### src/rtl/yazmac_obegi_pkg.sv
// Shared constants for the integer register file and its scoreboard.
package yazmac_obegi_pkg;
  localparam int unsigned VERI_BIT      = 32;
  localparam int unsigned YAZMAC_BIT    = 5;
  localparam int unsigned UOP_TAG_BIT   = 4;
  localparam int unsigned YAZMAC_SAYISI = 1 << YAZMAC_BIT;
  localparam logic        LOW           = 1'b0;
  localparam logic        HIGH          = 1'b1;
endpackage

### src/rtl/yazmac_okuma_portu.sv
// One register-file read port: state mux, x0 masking, optional writeback
// bypass when YO_BYPASS_EN is defined.
module yazmac_okuma_portu
  import yazmac_obegi_pkg::*;
(
  input  logic [YAZMAC_BIT-1:0]                       adres,
  input  logic [YAZMAC_SAYISI-1:0][VERI_BIT-1:0]      veri_r,
  input  logic [YAZMAC_SAYISI-1:0]                    mesgul_r,
  input  logic [YAZMAC_SAYISI-1:0][UOP_TAG_BIT-1:0]   etiket_r,
  input  logic [VERI_BIT-1:0]                         yo_veri,
  input  logic [YAZMAC_BIT-1:0]                       yo_adres,
  input  logic [UOP_TAG_BIT-1:0]                      yo_etiket,
  input  logic                                        yo_gecerli,
  output logic [VERI_BIT-1:0]                         veri,
  output logic                                        mesgul,
  output logic [UOP_TAG_BIT-1:0]                      etiket
);

`ifndef YO_BYPASS_EN
  logic unused_yo;
  assign unused_yo = ^{yo_veri, yo_adres, yo_etiket, yo_gecerli};
`endif

  always_comb begin
    veri   = veri_r[adres];
    mesgul = mesgul_r[adres];
    etiket = etiket_r[adres];
`ifdef YO_BYPASS_EN
    // A matching writeback retires the pending producer in the same cycle.
    if (yo_gecerli && (yo_adres == adres)) begin
      veri = yo_veri;
      if (mesgul_r[adres] && (etiket_r[adres] == yo_etiket)) begin
        mesgul = LOW;
        etiket = '0;
      end
    end
`endif
    if (adres == '0) begin
      veri   = '0;
      mesgul = LOW;
      etiket = '0;
    end
  end

endmodule

### src/rtl/yazmac_obegi.sv
// Integer register file x0..x31 with per-register busy/tag scoreboard.
// Build option: YO_BYPASS_EN forwards same-cycle writeback to both read ports.
module yazmac_obegi
  import yazmac_obegi_pkg::*;
(
  input  logic                    clk_i,
  input  logic                    rstn_i,
  input  logic [VERI_BIT-1:0]     yo_veri_i,
  input  logic [YAZMAC_BIT-1:0]   yo_adres_i,
  input  logic [UOP_TAG_BIT-1:0]  yo_etiket_i,
  input  logic                    yo_gecerli_i,
  input  logic                    ayir_gecerli_i,
  input  logic [YAZMAC_BIT-1:0]   ayir_adres_i,
  input  logic [UOP_TAG_BIT-1:0]  ayir_etiket_i,
  input  logic                    temizle_i,
  input  logic [YAZMAC_BIT-1:0]   oku1_adres_i,
  output logic [VERI_BIT-1:0]     oku1_veri_o,
  output logic                    oku1_mesgul_o,
  output logic [UOP_TAG_BIT-1:0]  oku1_etiket_o,
  input  logic [YAZMAC_BIT-1:0]   oku2_adres_i,
  output logic [VERI_BIT-1:0]     oku2_veri_o,
  output logic                    oku2_mesgul_o,
  output logic [UOP_TAG_BIT-1:0]  oku2_etiket_o
);

  logic [YAZMAC_SAYISI-1:0][VERI_BIT-1:0]    veri_r;
  logic [YAZMAC_SAYISI-1:0]                  mesgul_r;
  logic [YAZMAC_SAYISI-1:0][UOP_TAG_BIT-1:0] etiket_r;

  // x0 is never written, so it stays at its reset value of zero.
  always_ff @(posedge clk_i or negedge rstn_i) begin
    if (!rstn_i) begin
      veri_r   <= '0;
      mesgul_r <= '0;
      etiket_r <= '0;
    end else begin
      for (int unsigned i = 1; i < YAZMAC_SAYISI; i++) begin
        if (yo_gecerli_i && (yo_adres_i == YAZMAC_BIT'(i))) begin
          veri_r[i] <= yo_veri_i;
          if (mesgul_r[i] && (etiket_r[i] == yo_etiket_i))
            mesgul_r[i] <= LOW;
        end
        // Later assignments win: flush beats allocation, allocation beats release.
        if (temizle_i) begin
          mesgul_r[i] <= LOW;
        end else if (ayir_gecerli_i && (ayir_adres_i == YAZMAC_BIT'(i))) begin
          mesgul_r[i] <= HIGH;
          etiket_r[i] <= ayir_etiket_i;
        end
      end
    end
  end

  yazmac_okuma_portu u_oku1 (
    .adres      (oku1_adres_i),
    .veri_r     (veri_r),
    .mesgul_r   (mesgul_r),
    .etiket_r   (etiket_r),
    .yo_veri    (yo_veri_i),
    .yo_adres   (yo_adres_i),
    .yo_etiket  (yo_etiket_i),
    .yo_gecerli (yo_gecerli_i),
    .veri       (oku1_veri_o),
    .mesgul     (oku1_mesgul_o),
    .etiket     (oku1_etiket_o)
  );

  yazmac_okuma_portu u_oku2 (
    .adres      (oku2_adres_i),
    .veri_r     (veri_r),
    .mesgul_r   (mesgul_r),
    .etiket_r   (etiket_r),
    .yo_veri    (yo_veri_i),
    .yo_adres   (yo_adres_i),
    .yo_etiket  (yo_etiket_i),
    .yo_gecerli (yo_gecerli_i),
    .veri       (oku2_veri_o),
    .mesgul     (oku2_mesgul_o),
    .etiket     (oku2_etiket_o)
  );

endmodule

### config.mk
export PLATFORM = sky130hd
export DESIGN_NAME = yazmac_obegi
export DESIGN_NICKNAME = d
export VERILOG_FILES = /design/src/rtl/yazmac_obegi_pkg.sv /design/src/rtl/yazmac_okuma_portu.sv /design/src/rtl/yazmac_obegi.sv
export SDC_FILE = /design/constraint.sdc
export NUM_CORES = 2
export LEC_CHECK = 0
export ABC_AREA = 1
export CORE_MARGIN = 4
export CORE_UTILIZATION = 45
export DETAILED_ROUTE_END_ITERATION = 8
export PLACE_DENSITY = 0.62
export SETUP_SLACK_MARGIN = 0.05
export SYNTH_ARGS = -nofsm -noshare
export SYNTH_HDL_FRONTEND = slang
export SYNTH_HIERARCHICAL = 1
export SYNTH_SLANG_ARGS = --single-unit
### constraint.sdc
create_clock -name clk_i -period 4.9 [get_ports clk_i]
set_clock_uncertainty 0.1 [all_clocks]
set_input_delay 0.98 -clock clk_i [delete_from_list [all_inputs] [get_ports clk_i]]
set_output_delay 0.98 -clock clk_i [all_outputs]
set_load 0.005 [all_outputs]
==> metrics.csv <==
metric;value;unit
status;complete, no violations;
worstPathCellList;clkbuf_8, buf_12, nand3_1, nand2_1, nand2_1, nand3_1, nand2_1, nor2_1, clkdlybuf4s50_1;
ios;139;
place_congestion;0.947;
numCtsBuffers;138;
die_w;396;um
drtAntennaViolNets;0;
required;3820;ps
fp.dieH;396;um
setup_viol;0;
wl_per_cell;22.3;um
hp-class;in2async;
antenna_found_initial;6;
path_buf_inv;3;
setup_tns;0;ps
grt.total_usage;0.339;
coreArea;150000;um2
area_growth_syn_to_layout;11.8;%
max-clock-path-buffers;3;
worstMarginPinSlew;1220;ps
syn_area;67700;um2
hold_violations;0;
cts_sinks;1147;
cts-resized-gates;0;
yosys_warnings;80;
peakVddDrop;0.000294;V
p_leak;35.9;nW
mostFrequentLayoutCell;nand2_1;
path_max_fanout;53;
start_util;0.452;
crit_family;buffers and inverters;
synth_seq_area_share;0.424;
firstDrtPassIters;9;
critPathMaxStageDelay;650;ps
ys_types;21;
fillers;15000;
clk_pin_slew;60;ps
cts_max_level;4;
endpoint_kind;output port;
route.detailed.drc;0;
root_buffer;clkbuf_16;
drive_gt1_frac;0.0524;
layout_min_cycle_time;4650;ps
cap_violations;0;
vias;70400;
period_share;0.948;
pwr_density_cell;381;nW/um2
reg2reg_from;etiket_r[60];
syn_avg_cell_area;6.56;um2
post_cts_buffers;0;
final_cell_mix;nand2_1, nand3_1, o21ai_0;
die_area;157000;um2
cts_tree;done;
grt_max_degree;116;
synth-seq-cells;1147;
worstSetupPathType;in2out;
num_rows;142;
relSlewSlack;0.186;
hold_buffers;0;
wl;273000;um
grt_pass1_vias;65200;
grt_overflow_total;0;
synth_cells;10300;
drv_slew;0;
cp.arrival;3570;ps
clock_latency;780;ps
holdWs;133;ps
drt_iter0_markers;9871;
numPortBuffers;138;
via_per_inst;5.77;
max_freq;0.215;GHz
cp-start-kind;input port;
rsz0062_at_grt;false;
fin_nets;10100;
grt_pass1_wl;410000;um
hpwlAfterDp;155000;um
critPathLaunch;oku2_adres_i[2];
critical-path-slowest-cell;clkdlybuf4s50_1;
path_common_cell;nand2_1;
[synth_stat cells]
library cell / count / share of area
nor2_2: 18 / 0.0017
buf_6: 28 / 0.0047
nand3_1: 1605 / 0.12
inv_6: 2 / 0.00026
dfrtp_1: 1147 / 0.42
nor3_1: 2 / 0.00015
nand4_1: 1 / 0.000093
conb_1: 1 / 0.000055
o21ai_1: 49 / 0.0036
nand3_2: 2 / 0.00030
buf_2: 334 / 0.025
a21oi_1: 8 / 0.00059
o21ai_0: 1273 / 0.094
buf_4: 40 / 0.0044
buf_1: 42 / 0.0023
clkbuf_1: 392 / 0.022
nor2_1: 631 / 0.035
nand2_1: 4490 / 0.25
clkinv_1: 2 / 0.00011
inv_2: 33 / 0.0018
inv_1: 219 / 0.012
[registers in the layout, summed over array words and instances, names as in the netlist]
register / count
veri_r: 992
etiket_r: 124
mesgul_r: 31
[where the power goes]
group,switching (mW),leakage [nW],internal [mW]
Clock,4.31,2.24,6.18
Combinational,3.59,18.7,2.15
Sequential,1.43,14.9,11.1
Total,9.32,35.9,19.5
[stage by stage]
stage	area, um2	instances	worst slack, ps	utilization	total power [mW]
4_1_cts	75600	12200	313	0.505	28.8
2_1_floorplan	67900	10400	1780	-	16.3
3_3_place_gp	71100	12000	314	0.475	18.2
3_5_place_dp	71100	12000	319	0.475	18.3
5_1_grt	75600	12200	207	0.505	30.3
6_report	75600	12200	254	0.506	28.8
[metal layers]
layer,vias up,wire (um),part of all wire,global-route usage
li1,32500,-,-,-
met1,33100,110000,0.40,0.459
met2,4084,121000,0.45,0.531
met3,712,28100,0.10,0.0575
met4,4,13300,0.049,0.157
met5,-,27,0.000099,0
[cell type report]
class                      instances  area [um2]  share of cell area
tap                             2016        2520              0.0334
antenna                            3        7.51           0.0000993
sequential                      1147       28700               0.380
clock buffer                     200        4030              0.0533
inverter                         256        1070              0.0141
clock inverter                    43         518             0.00685
timing repair buffer             386        4410              0.0583
multi-input combinational       8153       34400               0.454
[cells by family after synthesis]
| group | Yosys count | synth area share |
|---|---|---|
| AND/OR/NAND/NOR | 6749 | 0.405 |
| flip-flops | 1147 | 0.424 |
| buffers and inverters | 1092 | 0.0722 |
| other | 1 | 0.0000554 |
| AO/OA/AOI/OAI | 1330 | 0.0984 |
[final timing paths]
kind                            cells past startpoint             end  slack (ps)
worst max-delay path                                9  oku2_veri_o[2]         250
min in group clk_i                                  2     veri_r[294]         400
worst min-delay path                                1    mesgul_r[22]         130
max in group asynchronous                           3     veri_r[221]        3310
worst max register to register                      7    mesgul_r[15]        3670
worst min register to register                      2     veri_r[294]         400
(Power assumes the default switching activity.)
